<file path="src/rtl/load_pkg.sv">
// rtl/load_pkg.sv - shared encodings for the memory-stage load engine
package load_pkg;

    // Load type encodings as presented on ld_type; 5..7 are illegal
    typedef enum logic [2:0] {
        LD_LB  = 3'd0,
        LD_LBU = 3'd1,
        LD_LH  = 3'd2,
        LD_LHU = 3'd3,
        LD_LW  = 3'd4
    } ld_type_e;

    // Error codes reported on err_code
    localparam logic [1:0] ERR_NONE    = 2'd0;
    localparam logic [1:0] ERR_ALIGN   = 2'd1;
    localparam logic [1:0] ERR_TIMEOUT = 2'd2;
    localparam logic [1:0] ERR_TYPE    = 2'd3;

    // Load engine FSM states
    typedef enum logic [1:0] {
        ST_IDLE = 2'd0,
        ST_REQ  = 2'd1,
        ST_RESP = 2'd2,
        ST_ERR  = 2'd3
    } ld_state_e;

    // True for the five defined load types
    function automatic logic type_legal(input logic [2:0] t);
        return (t <= 3'(LD_LW));
    endfunction

    // Halfwords need an even address, words a 4-byte aligned one; bytes never fault
    function automatic logic misaligned(input logic [2:0] t, input logic [1:0] lo);
        logic m;
        m = 1'b0;
        case (t)
            LD_LH, LD_LHU: m = lo[0];
            LD_LW:         m = (lo != 2'b00);
            default:       m = 1'b0;
        endcase
        return m;
    endfunction

endpackage

</file>
<file path="src/rtl/load_extract.sv">
// rtl/load_extract.sv - little-endian byte/halfword select with sign or zero extension
module load_extract
    import load_pkg::*;
(
    input  logic [31:0] word,
    input  logic [1:0]  addr_lo,
    input  logic [2:0]  ld_type,
    output logic [31:0] data
);

    logic [7:0]  byte_sel;
    logic [15:0] half_sel;

    // Pick the addressed lane, then extend according to the load type
    always_comb begin
        byte_sel = word[7:0];
        case (addr_lo)
            2'd0: byte_sel = word[7:0];
            2'd1: byte_sel = word[15:8];
            2'd2: byte_sel = word[23:16];
            2'd3: byte_sel = word[31:24];
            default: byte_sel = word[7:0];
        endcase
        half_sel = addr_lo[1] ? word[31:16] : word[15:0];

        data = 32'd0;
        case (ld_type)
            LD_LB:   data = {{24{byte_sel[7]}}, byte_sel};
            LD_LBU:  data = {24'd0, byte_sel};
            LD_LH:   data = {{16{half_sel[15]}}, half_sel};
            LD_LHU:  data = {16'd0, half_sel};
            LD_LW:   data = word;
            default: data = 32'd0;
        endcase
    end

endmodule

</file>
<file path="src/rtl/load_unit.sv">
// rtl/load_unit.sv - single-outstanding load engine with req/ack memory read and write-back
module load_unit
    import load_pkg::*;
#(
    parameter int TIMEOUT_CYC = 16
) (
    input  logic        clk,
    input  logic        reset_n,
    input  logic        ld_valid,
    output logic        ld_ready,
    input  logic [31:0] ld_addr,
    input  logic [2:0]  ld_type,
    input  logic [4:0]  ld_rd,
    output logic        busy,
    output logic        mem_req,
    output logic [31:0] mem_addr,
    input  logic        mem_ack,
    input  logic [31:0] mem_rdata,
    output logic        wb_valid,
    output logic [31:0] wb_data,
    output logic [4:0]  wb_rd,
    output logic        ld_err,
    output logic [1:0]  err_code
);

    localparam int CW = (TIMEOUT_CYC > 1) ? $clog2(TIMEOUT_CYC) : 1;
    localparam logic [CW-1:0] CNT_LAST = CW'(TIMEOUT_CYC - 1);

    ld_state_e   state_q, state_d;
    logic [31:0] addr_q,  addr_d;
    logic [2:0]  type_q,  type_d;
    logic [4:0]  rd_q,    rd_d;
    logic [CW-1:0] cnt_q, cnt_d;
    logic [31:0] data_q,  data_d;
    logic [1:0]  err_q,   err_d;
    logic [31:0] ext_data;

    // Extraction sits in the capture path so wb_data is a plain register
    load_extract u_extract (
        .word    (mem_rdata),
        .addr_lo (addr_q[1:0]),
        .ld_type (type_q),
        .data    (ext_data)
    );

    // Next-state and capture logic; the ack beats the timeout in the last REQ cycle
    always_comb begin
        state_d = state_q;
        addr_d  = addr_q;
        type_d  = type_q;
        rd_d    = rd_q;
        cnt_d   = cnt_q;
        data_d  = data_q;
        err_d   = err_q;
        case (state_q)
            ST_IDLE: begin
                if (ld_valid) begin
                    addr_d = ld_addr;
                    type_d = ld_type;
                    rd_d   = ld_rd;
                    cnt_d  = '0;
                    if (!type_legal(ld_type)) begin
                        err_d   = ERR_TYPE;
                        state_d = ST_ERR;
                    end else if (misaligned(ld_type, ld_addr[1:0])) begin
                        err_d   = ERR_ALIGN;
                        state_d = ST_ERR;
                    end else begin
                        state_d = ST_REQ;
                    end
                end
            end
            ST_REQ: begin
                if (mem_ack) begin
                    data_d  = ext_data;
                    state_d = ST_RESP;
                end else if (cnt_q == CNT_LAST) begin
                    err_d   = ERR_TIMEOUT;
                    state_d = ST_ERR;
                end else begin
                    cnt_d = cnt_q + CW'(1);
                end
            end
            ST_RESP: begin
                state_d = ST_IDLE;
            end
            ST_ERR: begin
                err_d   = ERR_NONE;
                state_d = ST_IDLE;
            end
            default: begin
                err_d   = ERR_NONE;
                state_d = ST_IDLE;
            end
        endcase
    end

    // State and captured-request registers
    always_ff @(posedge clk or negedge reset_n) begin
        if (!reset_n) begin
            state_q <= ST_IDLE;
            addr_q  <= '0;
            type_q  <= '0;
            rd_q    <= '0;
            cnt_q   <= '0;
            data_q  <= '0;
            err_q   <= ERR_NONE;
        end else begin
            state_q <= state_d;
            addr_q  <= addr_d;
            type_q  <= type_d;
            rd_q    <= rd_d;
            cnt_q   <= cnt_d;
            data_q  <= data_d;
            err_q   <= err_d;
        end
    end

    assign ld_ready = (state_q == ST_IDLE);
    assign busy     = !ld_ready;
    assign mem_req  = (state_q == ST_REQ);
    assign mem_addr = {addr_q[31:2], 2'b00};
    assign wb_valid = (state_q == ST_RESP);
    assign wb_data  = data_q;
    assign wb_rd    = rd_q;
    assign ld_err   = (state_q == ST_ERR);
    assign err_code = err_q;

endmodule
</file>
<file path="config.mk">
export PLATFORM = sky130hd
export DESIGN_NAME = load_unit
export DESIGN_NICKNAME = d
export VERILOG_FILES = /design/src/rtl/load_pkg.sv /design/src/rtl/load_extract.sv /design/src/rtl/load_unit.sv
export SDC_FILE = /design/constraint.sdc
export NUM_CORES = 1
export LEC_CHECK = 0
export ABC_AREA = 0
export CAP_MARGIN = 20
export CORE_ASPECT_RATIO = 1.2
export CORE_MARGIN = 2
export CORE_UTILIZATION = 30
export CTS_BUF_LIST = sky130_fd_sc_hd__clkbuf_4
export CTS_CLUSTER_DIAMETER = 50
export DETAILED_ROUTE_END_ITERATION = 6
export PLACE_DENSITY_LB_ADDON = 0.15
export SKIP_CTS_REPAIR_TIMING = 1
export SYNTH_ARGS = -nofsm -noshare
export SYNTH_HDL_FRONTEND = slang
export SYNTH_HIERARCHICAL = 1
export SYNTH_SLANG_ARGS = --single-unit
</file>
<file path="constraint.sdc">
create_clock -name clk -period 2.5 [get_ports clk]
set_clock_uncertainty 0.1 [all_clocks]
set_input_delay 0.5 -clock clk [delete_from_list [all_inputs] [get_ports clk]]
set_output_delay 0.5 -clock clk [all_outputs]
set_load 0.01 [all_outputs]
</file>
==> metrics.yaml <==
status: "complete, no violations"
yosys.area.top_type_share_pct: 48.5
synth_flop_cell: "dfrtp_1"
power_frac_comb_pct: 55.1
firstDrtPassIters: 4
max_freq_mhz: 426
portBuffers: 149
grt_pass1_vias: 3488
async_reset_ff_share_pct: 100
die_y_um: 132
cts_buffer_depth: 2
stdcell_count: 709
netlist_top_cells_area: "dfrtp_1 49%, nand2_1 13%, mux2_2 9.3%"
floorplan.initialDensity_pct: 30.9
p_int_mw: 4.14
reg2regPathDepth: 5
ant_nets: 0
setup_viol: 0
core.rowCount: 46
drc_errors: 0
vdd_drop_max_mv: 0.432
nets: 613
max_cap_viol_count: 0
multi_input_comb_area_um2: 1740
cp.required_ns: 1.90
power_mw: 6.74
grt.overflow.total: 0
worst_slack_ns: 0.154
syn2layout_area_growth_pct: 38.1
switchingPower_mw: 2.60
placed_cell_area_um2: 5570
synth_top_cell_by_area: "dfrtp_1"
cp.arrival_ns: 1.75
tightest_slew_ns: 0.547
ys_ff_latch: 80
fin_tns_setup_ns: 0
cpPeakStageDelay_ns: 0.53
insertion_delay_ns: 0.42
totalWireLength_um: 11200
cts_made_buffers: 9
final_area_um2: 5700
cpMaxStageDelayCell: "clkdlybuf4s50_1"
syn-instance-count: 419
cp-end-kind: "output port"
switching_share_pct: 38.6
fillCellCount: 1336
dp_slack_ns: 0.226
avgSynthCellArea_um2: 9.85
p_seq_share_pct: 34.9
dp_hpwl_um: 8250
finalHoldViolCount: 0
power.density_nw_per_um2: 1180
grt_pass1_wl_um: 18100
routedWlPerCell_um: 15.8
clk_pin_slew_worst_paths_ns: 0.13
use_met3_pct: 5.73
rsz0062_at_grt: "no"
vias: 3337
register_area_um2: 2000
syn-cell-area_um2: 4130
grt_busiest_layer: "met2"
maxSlewHeadroom_pct: 63.5
grt_use_met2_pct: 26.0
ys.warnings.count: 6
mostFrequentLayoutCell: "clkdlybuf4s50_1"
synth_edf_count: 0
drtIter0Drc: 97
ios: 152
place_inst: 692
min_path_cells: 2
die_area_um2: 14700
period_share_pct: 93.8
gp_congestion: 0.793
crit_fanout: 8
hp-class: "flop to flop"
ys_types: 46
final_cell_mix: "148 x clkdlybuf4s50_1, 144 x nand2_1, 79 x dfrtp_1, 34 x mux2_2, 18 x a21oi_1"
power.share.clock_pct: 10.0
path_cells: "nand2b_1, inv_1, clkdlybuf4s50_1"
gr-usage-met1_pct: 18.1
cts_tree: "done"
finalMaxSlewViolations: 0
root_buffer: "clkbuf_4"
crit_type: "flop to output port"
diodes: 0
core_area_um2: 13400
cts-htree-levels: 3
cts_sinks: 80
viasPerCell: 4.71
fin_crit_ns: 2.35
yosysSeqAreaShare_pct: 48.5
startpoint_type: "flop"
grt_max_degree: 45
antenna_found_initial: 0
leakage_nw: 2.57
track_usage_pct: 15.3
die_w_um: 111
drive_above_1_share_pct: 14.6
-- flip-flops by register name (all words and copies together) (netlist names) --
| signal | cells |
|---|---|
| addr_q | 32 |
| state_q | 2 |
| cnt_q | 4 |
| wb_data | 32 |
| wb_rd | 5 |
| err_code | 2 |
| type_q | 3 |
-- synthesized netlist by cell type (4+ instances only) --
library cell / n
a21oi_1: 18
a221o_2: 5
a22oi_1: 6
buf_2: 5
buf_4: 37
buf_6: 4
clkbuf_1: 6
dfrtp_1: 80
mux2_2: 34
mux2i_1: 9
nand2_1: 144
nor2_1: 11
nor2b_1: 4
o21ai_0: 6
o221ai_1: 5
-- area by class of cell --
cell class	count	share of cell area [%]
timing repair buffer	160	28.5
clock buffer	10	1.32
sequential	80	35.2
clock inverter	6	0.637
tap	168	3.69
multi-input combinational	282	30.5
inverter	3	0.198
-- logic make-up after synthesis --
kind of cell,after synthesis,share of synthesized area [%]
AOI/OAI and AO/OA,55,10.3
adders and majority gates,1,0.303
buffers and inverters,58,9.61
DFF,80,48.5
muxes,45,12.1
other,1,0.0909
and+or+nand+nor,179,19.0
-- critical path: cells and delay by family, from the launching register on --
kind	cells	cell delay [ns]
and+or+nand+nor	1	0.22
DFF	1	0.49
buffers and inverters	2	0.62
-- metrics by stage --
step / utilization (%) / hold WS [ns]
final: 42.7 / 0.393
after CTS: 42.6 / -0.130
after global routing: 42.7 / 0.419
after global placement: 41.7 / 0.357
after floorplan: - / 0.104
after detailed placement: 41.7 / 0.366
-- per-layer routing --
layer,vias up,share of wire [%]
li1,1602,-
met5,-,0
met3,9,8.5
met1,1591,42
met2,135,48
met4,0,1.3
-- power groups by stage --
| stage | Sequential [mW] | Combinational, mW | Clock (mW) |
|---|---|---|---|
| floorplan | 2.36 | 2.30 | 0 |
| global placement | 2.37 | 3.73 | 0 |
| detailed placement | 2.39 | 3.77 | 0 |
| CTS | 2.37 | 3.78 | 0.711 |
| global route | 2.45 | 4.07 | 0.762 |
| finish | 2.35 | 3.71 | 0.673 |
-- path summary, 6_finish.rpt --
kind | slack, ns | to | from
worst max-delay path | 0.15 | mem_req | state_q[1]
worst min-delay path | 0.39 | addr_q[30] | addr_q[30]
worst max register to register | 0.57 | wb_data[0] | addr_q[1]
worst min register to register | 0.39 | addr_q[30] | addr_q[30]
max in group asynchronous | 1.26 | wb_data[3] | reset_n
min in group asynchronous | 0.44 | wb_data[13] | reset_n
(Power assumes the default switching activity.)
